File: src/rtl/ternary_neuron_pkg.sv
// Shared types and constants for the ternary neuron accumulate-and-threshold stage.
package ternary_neuron_pkg;

   typedef logic [1:0] trit_t;

   localparam trit_t TRIT_POS  = 2'b01;
   localparam trit_t TRIT_NEG  = 2'b11;
   localparam trit_t TRIT_ZERO = 2'b00;

   typedef enum logic {
      ACC = 1'b0,
      OUT = 1'b1
   } tna_state_t;

   localparam int unsigned PC_W   = 5;
   localparam int unsigned PC_MAX = 18;

endpackage : ternary_neuron_pkg

File: src/rtl/ternary_neuron_acc_if.sv
// Popcount-beat input and ternary-result output handshakes of one ternary neuron stage.
interface ternary_neuron_acc_if #(
   parameter int unsigned ACC_W = 10
);
   import ternary_neuron_pkg::*;

   logic                    in_valid;
   logic                    in_ready;
   logic [PC_W-1:0]         pc_pos;
   logic [PC_W-1:0]         pc_neg;
   logic signed [ACC_W-1:0] th_hi;
   logic signed [ACC_W-1:0] th_lo;
   logic                    out_valid;
   logic                    out_ready;
   trit_t                   out_trit;
   logic signed [ACC_W-1:0] out_sum;

   modport master (
      output in_valid, pc_pos, pc_neg, th_hi, th_lo, out_ready,
      input  in_ready, out_valid, out_trit, out_sum
   );

   modport slave (
      input  in_valid, pc_pos, pc_neg, th_hi, th_lo, out_ready,
      output in_ready, out_valid, out_trit, out_sum
   );

endinterface : ternary_neuron_acc_if

File: src/rtl/tna_threshold.sv
// Combinational two-threshold compare of a signed sum into a trit; +1 wins when th_lo >= th_hi.
module tna_threshold
   import ternary_neuron_pkg::*;
#(
   parameter int unsigned W = 10
) (
   input  logic signed [W-1:0] sum_i,
   input  logic signed [W-1:0] th_hi_i,
   input  logic signed [W-1:0] th_lo_i,
   output trit_t               trit_o
);

   always_comb begin
      trit_o = TRIT_ZERO;
      if (sum_i >= th_hi_i) begin
         trit_o = TRIT_POS;
      end else if (sum_i <= th_lo_i) begin
         trit_o = TRIT_NEG;
      end
   end

endmodule : tna_threshold

File: src/rtl/ternary_neuron_acc.sv
// Accumulates pc_pos - pc_neg over N_BEATS beats, then thresholds the total into one trit.
// Build option: TNA_SAT_EN saturates the running sum instead of wrapping it.
module ternary_neuron_acc
   import ternary_neuron_pkg::*;
#(
   parameter int unsigned N_BEATS = 4,
   parameter int unsigned ACC_W   = 10
) (
   input logic                  clk,
   input logic                  rst,
   ternary_neuron_acc_if.slave  bus
);

   localparam int unsigned CNT_W  = (N_BEATS > 1) ? $clog2(N_BEATS) : 1;
   localparam int unsigned DIFF_W = PC_W + 1;
   localparam logic [CNT_W-1:0] LAST_BEAT = CNT_W'(N_BEATS - 1);

   tna_state_t              state_q;
   logic signed [ACC_W-1:0] acc_q;
   logic [CNT_W-1:0]        cnt_q;
   logic                    in_ready_q;
   logic                    out_valid_q;
   trit_t                   trit_q;
   logic signed [ACC_W-1:0] sum_q;

   logic signed [DIFF_W-1:0] diff_c;
   logic signed [ACC_W-1:0]  nxt_d;
   trit_t                    trit_c;

`ifdef TNA_SAT_EN
   localparam logic signed [ACC_W-1:0] SAT_MAX = {1'b0, {(ACC_W-1){1'b1}}};
   localparam logic signed [ACC_W-1:0] SAT_MIN = {1'b1, {(ACC_W-1){1'b0}}};
   logic signed [ACC_W:0] wide_c;

   // One guard bit exposes overflow; clamp to the signed range.
   always_comb begin
      diff_c = $signed({1'b0, bus.pc_pos}) - $signed({1'b0, bus.pc_neg});
      wide_c = (ACC_W+1)'(acc_q) + (ACC_W+1)'(diff_c);
      nxt_d  = wide_c[ACC_W-1:0];
      if (wide_c[ACC_W] != wide_c[ACC_W-1]) begin
         nxt_d = wide_c[ACC_W] ? SAT_MIN : SAT_MAX;
      end
   end
`else
   // Two's-complement wrap at ACC_W.
   always_comb begin
      diff_c = $signed({1'b0, bus.pc_pos}) - $signed({1'b0, bus.pc_neg});
      nxt_d  = acc_q + ACC_W'(diff_c);
   end
`endif

   tna_threshold #(
      .W (ACC_W)
   ) u_threshold (
      .sum_i   (nxt_d),
      .th_hi_i (bus.th_hi),
      .th_lo_i (bus.th_lo),
      .trit_o  (trit_c)
   );

   always_ff @(posedge clk or posedge rst) begin
      if (rst) begin
         state_q     <= ACC;
         acc_q       <= '0;
         cnt_q       <= '0;
         in_ready_q  <= 1'b1;
         out_valid_q <= 1'b0;
         trit_q      <= TRIT_ZERO;
         sum_q       <= '0;
      end else begin
         case (state_q)
            ACC: begin
               if (bus.in_valid && in_ready_q) begin
                  if (cnt_q == LAST_BEAT) begin
                     sum_q       <= nxt_d;
                     trit_q      <= trit_c;
                     acc_q       <= '0;
                     cnt_q       <= '0;
                     state_q     <= OUT;
                     in_ready_q  <= 1'b0;
                     out_valid_q <= 1'b1;
                  end else begin
                     acc_q <= nxt_d;
                     cnt_q <= cnt_q + CNT_W'(1);
                  end
               end
            end
            OUT: begin
               if (bus.out_ready) begin
                  state_q     <= ACC;
                  in_ready_q  <= 1'b1;
                  out_valid_q <= 1'b0;
               end
            end
            default: state_q <= ACC;
         endcase
      end
   end

   assign bus.in_ready  = in_ready_q;
   assign bus.out_valid = out_valid_q;
   assign bus.out_trit  = trit_q;
   assign bus.out_sum   = sum_q;

endmodule : ternary_neuron_acc

File: src/flat_wrapper.sv
// flat-port wrapper written by rule: the top's interface ports become plain ports
module ternary_neuron_acc_flat import ternary_neuron_pkg::*;
#(
   parameter int unsigned N_BEATS = 4,
   parameter int unsigned ACC_W   = 10
)
  (clk, rst, bus_in_valid, bus_pc_pos, bus_pc_neg, bus_th_hi, bus_th_lo, bus_out_ready, bus_in_ready, bus_out_valid, bus_out_trit, bus_out_sum);
  ternary_neuron_acc_if #(.ACC_W(ACC_W)) bus_i ();
  input logic clk;
  input logic rst;
  input wire logic [$bits(bus_i.in_valid)-1:0] bus_in_valid;
  input wire logic [$bits(bus_i.pc_pos)-1:0] bus_pc_pos;
  input wire logic [$bits(bus_i.pc_neg)-1:0] bus_pc_neg;
  input wire logic [$bits(bus_i.th_hi)-1:0] bus_th_hi;
  input wire logic [$bits(bus_i.th_lo)-1:0] bus_th_lo;
  input wire logic [$bits(bus_i.out_ready)-1:0] bus_out_ready;
  output wire logic [$bits(bus_i.in_ready)-1:0] bus_in_ready;
  output wire logic [$bits(bus_i.out_valid)-1:0] bus_out_valid;
  output wire logic [$bits(bus_i.out_trit)-1:0] bus_out_trit;
  output wire logic [$bits(bus_i.out_sum)-1:0] bus_out_sum;
  assign bus_i.in_valid = bus_in_valid;
  assign bus_i.pc_pos = bus_pc_pos;
  assign bus_i.pc_neg = bus_pc_neg;
  assign bus_i.th_hi = bus_th_hi;
  assign bus_i.th_lo = bus_th_lo;
  assign bus_i.out_ready = bus_out_ready;
  assign bus_in_ready = bus_i.in_ready;
  assign bus_out_valid = bus_i.out_valid;
  assign bus_out_trit = bus_i.out_trit;
  assign bus_out_sum = bus_i.out_sum;
  ternary_neuron_acc #(.N_BEATS(N_BEATS), .ACC_W(ACC_W)) u_core (.clk(clk), .rst(rst), .bus(bus_i));
endmodule
File: config.mk
export PLATFORM = sky130hd
export DESIGN_NAME = ternary_neuron_acc_flat
export DESIGN_NICKNAME = d
export VERILOG_FILES = /design/src/rtl/ternary_neuron_pkg.sv /design/src/rtl/ternary_neuron_acc_if.sv /design/src/rtl/tna_threshold.sv /design/src/rtl/ternary_neuron_acc.sv /design/src/flat_wrapper.sv
export SDC_FILE = /design/constraint.sdc
export NUM_CORES = 1
export LEC_CHECK = 0
export CAP_MARGIN = 10
export CORE_MARGIN = 1
export CORE_UTILIZATION = 35
export CTS_CLUSTER_DIAMETER = 60
export CTS_CLUSTER_SIZE = 20
export DETAILED_ROUTE_END_ITERATION = 8
export DONT_BUFFER_PORTS = 1
export GPL_TIMING_DRIVEN = 0
export MAX_ROUTING_LAYER = met4
export SLEW_MARGIN = 40
export SYNTH_ARGS = -nofsm -noshare
export SYNTH_HDL_FRONTEND = slang
export SYNTH_SLANG_ARGS = --single-unit
export TNS_END_PERCENT = 20
File: constraint.sdc
create_clock -name clk -period 3 [get_ports clk]
set_input_delay 0.6 -clock clk [delete_from_list [all_inputs] [get_ports clk]]
set_output_delay 0.6 -clock clk [all_outputs]
set_load 0.05 [all_outputs]
==> metrics.md, run 1 <==
| Metric | Value |
|---|---|
| Status | finished with violations |
| Failing checks | negative setup slack |
| Critical Path Start | bus_pc_pos[0] |
| Register area share after synthesis | a little under a third |
| DIE AREA | 6740 sq um |
| Area post-placement | roughly 2400 sq um |
| Max Root-Sink Buffers | 2 |
| PortBufs | 0 |
| Synth warn | 0 |
| Synthesis-stage register bit count | 27 |
| Total track usage | between 10% and 20% |
| Vias in the first global route | ~1,700 |
| Initial antenna violation count | 0 |
| Dominant combinational cell family by area after synthesis | adder cells |
| Syn Inst Count | ~250 |
| Post-layout nets | 340 |
| CP endpoint kind | register |
| GPL Wtd Cong | 0.838 |
| Fin crit share | 140% |
| # clock sinks | 27 |
| Ys async rst share | 100% |
| Initial Util | a little under two fifths |
| # H-tree levels | 1 |
| Critical path peak fanout | 4 |
| Fin Setup TNS | -2.32 ns |
| Crit start category | primary input |
| Fillers | between 600 and 700 |
| Relative slew slack | about three fifths |
| Arrival @ worst endpoint | 4.36 ns |
| Placed cell count | roughly 320 |
| CTS tree | yes |
| Synth area leaders | dfrtp_1, ha_1, inv_1 |
| Hold-fix buffers at CTS | 0 |
| DR WL/cell | 14.9 um |
| Avg Cell Area, Syn | around 9 sq um |
| Final HPWL DP | a little under 4000 um |
| Post-synthesis compound-gate area fraction | between 20% and 30% |
| Largest net degree at the start of global routing | 28 |
| Setup crit end | u_core.bus.out_trit[1]$_DFFE_PP0P_ |
| Finished Cell Area | about 2700 sq um |
| Core ar. | around 6100 sq um |
| R2r worst-path depth | 15 |
| Syn Std Cell Area | roughly 2200 sq um |
| Multiplexer share of the synthesized area | just over 4% |
| Core Rows | 28 |
| Max-Cap Viols | 0 |
| Fmax | around 240 MHz |
| Type of the tightest min-delay check | in2async |
| DR vias | about 1,800 |
| Top_reg_cell synth | dfrtp_1 |
| RSZ-0062 raised after global routing | true |
| Layout Skew | 0.00446 ns |
| Reg2reg end | u_core.bus.out_trit[1]$_DFFE_PP0P_ |
| Fin. Hold Viols | 0 |
| Final ANT Viol Nets | 0 |
| Register Area | ~680 sq um |
| Vias per inst | around 5.3 |
| Root Buffer Master | clkbuf_8 |
| I/O pins | 48 |
| Worst-margin pin slew | between 0.5 and 0.6 ns |
| Later-pin clock latency in the skew report | 0.27 ns |
| Chip width | between 80 and 90 um |
| Final WL | just over 5000 um |
| Syn-to-layout area delta | 18.3% |
| Min Clock Period, post-route | between 4 and 5 ns |
| Post-route DRC | 0 |
| Post-synth EDFFs | 0 |
| # diodes | 0 |
| Fin. max-slew vios | 0 |
| Share of cells above drive strength 1 | about 23% |
| Total gr overflow | 0 |
| Clock-pin slew of the registers on the worst-case setup and hold paths | roughly 0.1 ns |
| Reg2reg setup slack | -0.44 ns |
| RR Startpoint | u_core.acc_q[0]$_DFFE_PP0P_ |
| Die Ht | a little over 80 um |
| Non-Filler Instances | 343 |
| Required @ worst endpoint | 3.17 ns |
| Post-synthesis simple-gate area fraction | 13.3% |
| 1st-pass router iterations | 4 |
| Setup slack after layout | -1.19 ns |
| Crit path kind | in2reg |
| Share of the synthesized area in the top cell type | between 20% and 30% |
| Total CTS buffers | 3 |
| First-pass GRT wire length | 8380 um |
| Synth area leader | dfrtp_1 |
| Adder-Cell Fraction of Synth Area | a little over a fifth |
| Multi-input gate area | 1530 sq um |
| Synth unique cells | 46 |
| Syn nets | 320 |
| Starting DRT DRC Count | 53 |
| Synth Area in XOR/XNOR | ~3.1% |
| Final setup viols | 3 |
==> routing by layer <==
| layer | up-vias | part of all wire (%) | routed length (um) | global-route usage (%) |
|---|---|---|---|---|
| li1 | 918 | - | - | - |
| met1 | 868 | 44 | 2260 | 20.8 |
| met2 | 29 | 52 | 2660 | 29.3 |
| met3 | 4 | 3.4 | 175 | 3.22 |
| met4 | 0 | 0.59 | 30 | 2.63 |
| met5 | - | 0 | 0 | - |
==> flip-flops by register name, indices dropped and copies added, names as in the netlist <==
register and flops:
u_core.cnt_q 2, u_core.acc_q 10, u_core.bus.in_ready 1, u_core.bus.out_sum 10
u_core.bus.out_trit 2, u_core.bus.out_valid 1, u_core.state_q 1
==> critical path, stage by stage <==
cell and delay [ns]:
clkinv_8 0.02, ha_4 0.12, inv_2 0.04, fa_2 0.36, a21o_1 0.20, a21oi_2 0.13, xnor2_1 0.10, ha_1 0.34
nand3_1 0.08, o211ai_1 0.34, buf_4 0.19, a21oi_4 0.05, xor2_1 0.15, buf_4 0.16, inv_4 0.04, ha_4 0.27
nand4_1 0.13, buf_4 0.18, a211oi_4 0.23, a2111oi_4 0.06, mux2_4 0.31, a32o_1 0.25
==> cells by family (layout without fill, tap and decap cells) <==
logic type,count (synthesis),after routing
muxes,8,8
buffers and inverters,47,66
adders and majority gates,37,37
DFF,27,27
and+or+nand+nor,61,61
AOI/OAI and AO/OA,61,61
xor gates and xnor gates,8,8
==> cells in the mapped netlist (3+ instances only) <==
library cell / instances
nor2_1: 12
o21ai_1: 3
nand3_1: 6
a21o_1: 3
xnor2_1: 5
nor3_1: 3
ha_1: 35
xor2_1: 3
o31ai_1: 7
o21ai_0: 9
a22o_1: 5
nand2b_1: 5
nand2_1: 20
dfrtp_1: 26
nor2b_1: 4
a21oi_1: 12
inv_1: 42
nand4_1: 6
clkbuf_1: 4
a211oi_1: 3
nor3b_1: 3
mux2_2: 6
==> through the flow <==
| step | worst slack, ns | util [%] | hold WS, ns |
|---|---|---|---|
| 6_report | -1.19 | 43.8 | 0.259 |
| 5_1_grt | -1.36 | 43.8 | 0.300 |
| 4_1_cts | -1.12 | 41.8 | 0.273 |
| 3_5_place_dp | -1.73 | 38.9 | 0.481 |
| 3_3_place_gp | -1.70 | 38.9 | 0.474 |
| 2_1_floorplan | -1.19 | - | 0.450 |
==> placed cells by master, fill, tap and decap left out, types with 3 or more instances in the layout <==
| cell | count |
|---|---|
| a21o_1 | 3 |
| a21oi_1 | 8 |
| a21oi_2 | 3 |
| a22o_1 | 5 |
| buf_4 | 14 |
| clkbuf_1 | 4 |
| clkbuf_8 | 3 |
| dfrtp_1 | 26 |
| ha_1 | 30 |
| ha_2 | 3 |
| inv_1 | 36 |
| inv_2 | 4 |
| mux2_2 | 6 |
| nand2_1 | 20 |
| nand2b_1 | 5 |
| nand3_1 | 6 |
| nand4_1 | 6 |
| nor2_1 | 11 |
| nor2b_1 | 4 |
| nor3b_1 | 3 |
| o21ai_0 | 8 |
| o21ai_1 | 3 |
| o31ai_1 | 6 |
| xnor2_1 | 3 |
| xor2_1 | 3 |
==> repair_timing <==
action | in CTS | in global routing
setup endpoints to repair | 3 | 9
endpoints found under the hold margin | 0 | 0
cloned | 0 | 0
pin swaps | 11 | 17
gates resized for setup | 12 | 23
buffers inserted | 9 | 6
==> layout make-up <==
cell class,count,area share [%]
clock inverters,1,0.188
clock buffers,3,1.55
flip-flops and latches,27,25.5
inverters,42,6.50
well taps,75,3.53
repair buffers,15,4.38
plain buffers,5,0.754
multi-input cells,175,57.6
==> worst min-delay path by stage <==
stage                           startpoint                           endpoint  depth (start not counted)
3_3_place_gp   u_core.acc_q[2]$_DFFE_PP0P_        u_core.acc_q[2]$_DFFE_PP0P_                          2
6_report                               rst        u_core.acc_q[9]$_DFFE_PP0P_                          1
3_5_place_dp   u_core.acc_q[6]$_DFFE_PP0P_        u_core.acc_q[6]$_DFFE_PP0P_                          2
5_1_grt                                rst  u_core.bus.out_sum[1]$_DFFE_PP0P_                          1
4_1_cts                                rst        u_core.acc_q[0]$_DFFE_PP0P_                          1
2_1_floorplan  u_core.acc_q[6]$_DFFE_PP0P_        u_core.acc_q[6]$_DFFE_PP0P_                          2
Power of run 1 is not shown: default switching activity piles up to over one toggle a cycle in this logic, so the estimate is an artifact.
==> run 2, diff against run 1 <==
--- a/config.mk
+++ b/config.mk
@@ -14,6 +14,7 @@
 export DONT_BUFFER_PORTS = 1
 export GPL_TIMING_DRIVEN = 0
 export MAX_ROUTING_LAYER = met4
+export PLACE_DENSITY = 0.61
 export SLEW_MARGIN = 40
 export SYNTH_ARGS = -nofsm -noshare
 export SYNTH_HDL_FRONTEND = slang
==> run 2 against run 1 <==
  * The run still ends with negative setup slack left
  * Clock skew rose by 0.0040 ns
  * Hold slack got worse by 0.017 ns
  * Cell count is 0.87% higher
  * Non-clock buffer count grew 3
  * Design area is essentially flat
  * Flip-flop and latch count is the same
  * Die area unchanged
  * Setup slack gained 0.11 ns
  * Fmax grew 2.6%
  * Core utilization about the same
  * Critical path depth fell by 3
  * Via count increased by 0.88%
  * Critical path type unchanged
  * Largest cell class unchanged
==> metrics.md, run 2 (synthesis gave the netlist of run 1 again) <==
| Metric | Value |
|---|---|
| Total gr overflow | 0 (unchanged) |
| Hold-fix buffers at CTS | 0 (unchanged) |
| Crit start category | primary input |
| Final Core Density | 43.8% (about the same) |
| Total CTS buffers | 3 (unchanged) |
| 1st-pass router iterations | 4 (unchanged) |
| Final setup viols | 6 (+3) |
| Commonest non-fill, non-tap cell in the layout | inv_1 |
| Placed cell count | 324 (unchanged) |
| Relative slew slack | 61.9% (+0.91 points) |
| Arrival @ worst endpoint | 4.27 ns (-0.09 ns) |
| CTS tree | yes |
| Vias per inst | 5.30 (about the same) |
| First-pass GRT wire length | 8480 um (+1.2%) |
| Grt met2 use | 29.1% (-0.25 points) |
| Fin. max-slew vios | 0 (unchanged) |
| GPL Wtd Cong | 0.856 (+2.2%) |
| Syn-to-layout area delta | 18.3% (about the same) |
| Min Clock Period, post-route | 4.08 ns (-0.106 ns) |
| Largest net degree at the start of global routing | 28 (unchanged) |
| Final ANT Viol Nets | 0 (unchanged) |
| Final WL | 5030 um (-1.9%) |
| Initial antenna violation count | 0 (unchanged) |
| Worst-margin pin slew | 0.567 ns (-0.0168 ns) |
| Die Ht | 82.1 um (unchanged) |
| Root Buffer Master | clkbuf_8 |
| Commonest non-fill, non-tap cells in the layout | inv_1, ha_1, dfrtp_1, nand2_1, buf_4 |
| Setup slack after layout | -1.08 ns (+0.106 ns) |
| RSZ-0062 raised after global routing | true |
| Initial Util | 37.0% (unchanged) |
| Fin crit share | 136% (-3.5 points) |
| Final HPWL DP | 3850 um (-1.7%) |
| I/O pins | 48 (unchanged) |
| Max Root-Sink Buffers | 2 (unchanged) |
| Post-route DRC | 0 (unchanged) |
| Non-Filler Instances | 346 (+0.87%) |
| # clock sinks | 27 (unchanged) |
| Crit path kind | in2reg |
| Vias in the first global route | 1,760 (+1.2%) |
| Fillers | 604 (+0.33%) |
| # diodes | 0 (unchanged) |
| Status | finished with violations |
| Top Usage Layer GRT | met2 |
| Type of the tightest min-delay check | in2async |
| Share of cells above drive strength 1 | 20.3% (-2.8 points) |
| Clock-pin slew of the registers on the worst-case setup and hold paths | 0.10 ns (about the same) |
| DIE AREA | 6740 sq um (unchanged) |
| Critical path peak fanout | 7 (+3) |
| DR vias | 1,835 (+0.88%) |
| Fmax | 245 MHz (+2.6%) |
| Core ar. | 6060 sq um (unchanged) |
| PortBufs | 0 (unchanged) |
| # H-tree levels | 1 (unchanged) |
| Final hold slack | 0.242 ns (-0.0173 ns) |
| Core Rows | 28 (unchanged) |
| GRT met1 Usage | 21.3% (+0.51 points) |
| Layout Skew | 0.00844 ns (+0.00398 ns) |
| Fin. Hold Viols | 0 (unchanged) |
| DR WL/cell | 14.5 um (-2.7%) |
| CP endpoint kind | register |
| Later-pin clock latency in the skew report | 0.28 ns (about the same) |
| Chip width | 82.1 um (unchanged) |
| Total track usage | 17.3% (+0.29 points) |
| Failing checks | negative setup slack |
| Required @ worst endpoint | 3.18 ns (about the same) |
| Met3 usage | 4.11% (+0.89 points) |
| Max-Cap Viols | 0 (unchanged) |
| Post-layout nets | 343 (+0.88%) |
| Starting DRT DRC Count | 92 (+74%) |
| Pre-CTS WS | -1.72 ns (+0.00275 ns) |
==> run 2: layer usage <==
metal  up-vias  wire length (um)
met4         0                23
met1       877              2270
met3         4               232
met2        25              2510
li1        929                 -
met5         -                 0
==> run 2: worst paths after layout <==
check | from | end | slack [ns] | depth (start not counted)
min in group clk | bus_out_ready | u_core.state_q$_DFF_PP0_ | 0.40 | 1
setup / recovery | bus_pc_neg[1] | u_core.bus.out_trit[1]$_DFFE_PP0P_ | -1.08 | 19
max in group asynchronous | rst | u_core.bus.out_sum[4]$_DFFE_PP0P_ | 2.37 | 1
hold / removal | rst | u_core.cnt_q[1]$_DFFE_PP0P_ | 0.24 | 1
hold reg to reg | u_core.acc_q[0]$_DFFE_PP0P_ | u_core.acc_q[0]$_DFFE_PP0P_ | 0.50 | 2
setup reg to reg | u_core.acc_q[0]$_DFFE_PP0P_ | u_core.bus.out_trit[1]$_DFFE_PP0P_ | -0.37 | 13
==> run 2: final cells by class <==
cell class	count	area [sq um]	area share [%]
inverter	42	158	5.94
clock inverter	1	8.76	0.330
clock buffer	3	41.3	1.56
multi-input combinational	175	1520	57.1
buffer	4	15.0	0.566
sequential	27	677	25.5
timing repair buffer	19	146	5.51
tap	75	93.8	3.53
==> run 2: timing repair <==
item / in CTS / in global routing
gates resized for setup: 12 / 10
pin swaps: 14 / 10
buffers inserted: 16 / 3
endpoints found under the hold margin: 0 / 0
endpoints found under the setup margin: 3 / 8
==> run 2: per-stage QoR <==
step,instance area (sq um),setup TNS [ns]
after CTS,2590,-2.83
after floorplan,2260,-2.18
after detailed placement,2360,-4.98
final,2660,-2.53
after global placement,2360,-4.78
after global routing,2660,-3.94
==> run 2: critical path, stage by stage <==
cell       delay [ns]
inv_1            0.05
ha_1             0.28
nor2b_1          0.16
o31ai_2          0.23
nand2b_1         0.14
a21oi_4          0.24
buf_4            0.16
ha_4             0.22
a21oi_1          0.16
o221ai_1         0.13
a21oi_1          0.16
xor2_1           0.29
inv_2            0.10
ha_4             0.27
o21ai_0          0.10
nor2_2           0.08
a2111oi_4        0.36
mux2_4           0.33
a32o_1           0.21
Power of run 2 is left out for the same reason.
==> run 3, diff against run 2 <==
--- a/config.mk
+++ b/config.mk
@@ -7,14 +7,14 @@
 export LEC_CHECK = 0
 export CAP_MARGIN = 10
 export CORE_MARGIN = 1
-export CORE_UTILIZATION = 35
+export CORE_UTILIZATION = 50
 export CTS_CLUSTER_DIAMETER = 60
 export CTS_CLUSTER_SIZE = 20
 export DETAILED_ROUTE_END_ITERATION = 8
 export DONT_BUFFER_PORTS = 1
 export GPL_TIMING_DRIVEN = 0
 export MAX_ROUTING_LAYER = met4
-export PLACE_DENSITY = 0.61
+export PLACE_DENSITY = 0.78
 export SLEW_MARGIN = 40
 export SYNTH_ARGS = -nofsm -noshare
 export SYNTH_HDL_FRONTEND = slang
==> run 3 against run 2 <==
  * The run still ends with negative setup slack left
  * Global-route usage grew 4.9 points
  * Clock skew decreased by 0.0030 ns
  * Setup slack got worse by 0.0091 ns
  * Non-clock buffer count down 2
  * Design area up 3.1%
  * Largest cell class unchanged
  * Register-to-register slack barely moved
  * Flip-flop and latch count stayed put
  * Fmax is 0.22% lower
  * Count of clock-buffer cells in the layout did not move
  * Die area fell by 29%
  * First-iteration DRC count is 52% higher
==> metrics.md, run 3 (synthesis gave the netlist of run 1 again) <==
| Metric | Value |
|---|---|
| Hold-fix buffers at CTS | 0 (unchanged) |
| Core ar. | 4320 sq um (-29%) |
| Chip width | 69 um (-16%) |
| Largest net degree at the start of global routing | 28 (unchanged) |
| First-pass GRT wire length | 8460 um (-0.25%) |
| Setup slack after layout | -1.09 ns (-0.00912 ns) |
| PortBufs | 0 (unchanged) |
| CP endpoint kind | register |
| Arrival @ worst endpoint | 4.28 ns (about the same) |
| Min Clock Period, post-route | 4.09 ns (+0.00912 ns) |
| Crit start category | primary input |
| Syn-to-layout area delta | 21.9% |
| Non-Filler Instances | 321 (-7.2%) |
| I/O pins | 48 (unchanged) |
| Root Buffer Master | clkbuf_8 |
| Failing checks | negative setup slack |
| Status | finished with violations |
| Total track usage | 22.2% (+4.9 points) |
| Final ANT Viol Nets | 0 (unchanged) |
| Core Rows | 24 (-14%) |
| # clock sinks | 27 (unchanged) |
| Initial Util | 51.9% (+15 points) |
| Starting DRT DRC Count | 140 (+52%) |
| RSZ-0062 raised after global routing | true |
| GPL Wtd Cong | 0.810 (-5.3%) |
| Max-Cap Viols | 0 (unchanged) |
| Crit path kind | in2reg |
| DR vias | 1,911 (+4.1%) |
| DR WL/cell | 16.4 um (+13%) |
| Total gr overflow | 0 (unchanged) |
| Share of cells above drive strength 1 | 24.2% (+3.9 points) |
| Fin. Hold Viols | 0 (unchanged) |
| Fin. max-slew vios | 0 (unchanged) |
| Critical Path Max Stage Delay | 0.37 ns (about the same) |
| Clock-pin slew of the registers on the worst-case setup and hold paths | 0.10 ns (about the same) |
| Final WL | 5260 um (+4.7%) |
| Relative slew slack | 57.8% (-4.1 points) |
| # H-tree levels | 1 (unchanged) |
| Vias in the first global route | 1,886 (+7.2%) |
| Layout Skew | 0.00543 ns (-0.00301 ns) |
| Later-pin clock latency in the skew report | 0.29 ns (about the same) |
| Worst-margin pin slew | 0.629 ns (+0.0619 ns) |
| Final HPWL DP | 3510 um (-8.8%) |
| Placed cell count | 301 (-7.1%) |
| Fin Setup TNS | -2.09 ns (+0.440 ns) |
| Fin crit share | 136% (+0.30 points) |
| Die Ht | 69 um (-16%) |
| Post-layout nets | 341 (-0.58%) |
| DIE AREA | 4760 sq um (-29%) |
| CP cell instances | inv_1 > ha_1 > o21a_1 > o31ai_4 > nand2b_1 > a21oi_4 > buf_6 > ha_4 > o21ai_4 > o22ai_1 > a311oi_1 > o211ai_1 > ha_1 > nand4_1 > buf_4 > a211oi_4 > a2111oi_4 > mux2_4 > a32o_1 |
| Total CTS buffers | 3 (unchanged) |
| Highest-delay cell along the critical path | ha_1 |
| # diodes | 0 (unchanged) |
| CTS tree | yes |
| Type of the tightest min-delay check | in2async |
| Vias per inst | 5.95 (+12%) |
| Initial antenna violation count | 0 (unchanged) |
| 1st-pass router iterations | 6 (+2) |
| Final hold slack | 0.243 ns (+0.00110 ns) |
| Final setup viols | 2 (-4) |
| Critical path peak fanout | 7 (unchanged) |
| Commonest non-fill, non-tap cells in the layout | inv_1, ha_1, dfrtp_1, nand2_1, buf_4 |
| Post-route DRC | 0 (unchanged) |
| Critical Path Most Common Cell | ha_1 |
| Required @ worst endpoint | 3.18 ns (about the same) |
| Max Root-Sink Buffers | 2 (unchanged) |
| Commonest non-fill, non-tap cell in the layout | inv_1 |
| Pre-CTS WS | -1.76 ns (-0.0377 ns) |
| Fmax | 244 MHz (-0.22%) |
run 3: cell types whose count changed in the layout (fill, tap and decap cells not counted), moves of 2 or more:
cell | previous run | this run
ha_1 | 31 | 29
buf_4 | 18 | 14
buf_6 | 1 | 3
a21oi_1 | 9 | 6
ha_4 | 3 | 5
a21oi_4 | 1 | 3
inv_1 | 40 | 38
run 3: what timing repair did:
action                     4_1_cts  5_1_grt
pin swaps                       16       26
resized for setup               19       29
setup endpoints to repair        4       10
buffers inserted                11        6
run 3: through the flow:
stage | area [sq um] | util, %
2_1_floorplan | 2260 | -
3_3_place_gp | 2330 | 53.9
3_5_place_dp | 2330 | 53.9
4_1_cts | 2550 | 58.9
5_1_grt | 2740 | 63.3
6_report | 2740 | 63.3
run 3: layout make-up:
type / instances / area (sq um)
plain buffers: 4 / 15.0
clock buffers: 3 / 41.3
clock inverters: 1 / 5.00
fillers: 354 / 1590
inverters: 42 / 170
multi-input cells: 175 / 1620
flip-flops and latches: 27 / 677
well taps: 52 / 65.1
repair buffers: 17 / 139
run 3: critical path, delay by kind of cell:
family	cells	cell delay [ns]
buf+inv	3	0.35
compound gates	10	1.80
fa+ha+maj	3	0.94
mux	1	0.31
simple gates	2	0.26
run 3: final timing paths:
path,start,end,slack (ns),depth (start not counted)
min,rst,u_core.bus.out_sum[6]$_DFFE_PP0P_,0.24,1
min in group clk,bus_out_ready,u_core.state_q$_DFF_PP0_,0.40,1
max reg2reg,u_core.acc_q[0]$_DFFE_PP0P_,u_core.bus.out_trit[1]$_DFFE_PP0P_,-0.38,13
max in group asynchronous,rst,u_core.bus.out_valid$_DFFE_PP0P_,2.38,1
min reg2reg,u_core.acc_q[0]$_DFFE_PP0P_,u_core.acc_q[0]$_DFFE_PP0P_,0.50,2
max,bus_pc_neg[2],u_core.bus.out_trit[1]$_DFFE_PP0P_,-1.09,19
run 3: per-layer routing:
| layer | wire length (um) | track usage (%) | up-vias |
|---|---|---|---|
| met3 | 312 | 4.68 | 15 |
| li1 | - | - | 920 |
| met2 | 2580 | 35.2 | 63 |
| met4 | 155 | 7.94 | 0 |
| met1 | 2220 | 28.0 | 913 |
| met5 | 0 | - | - |
Power of run 3 is left out for the same reason.
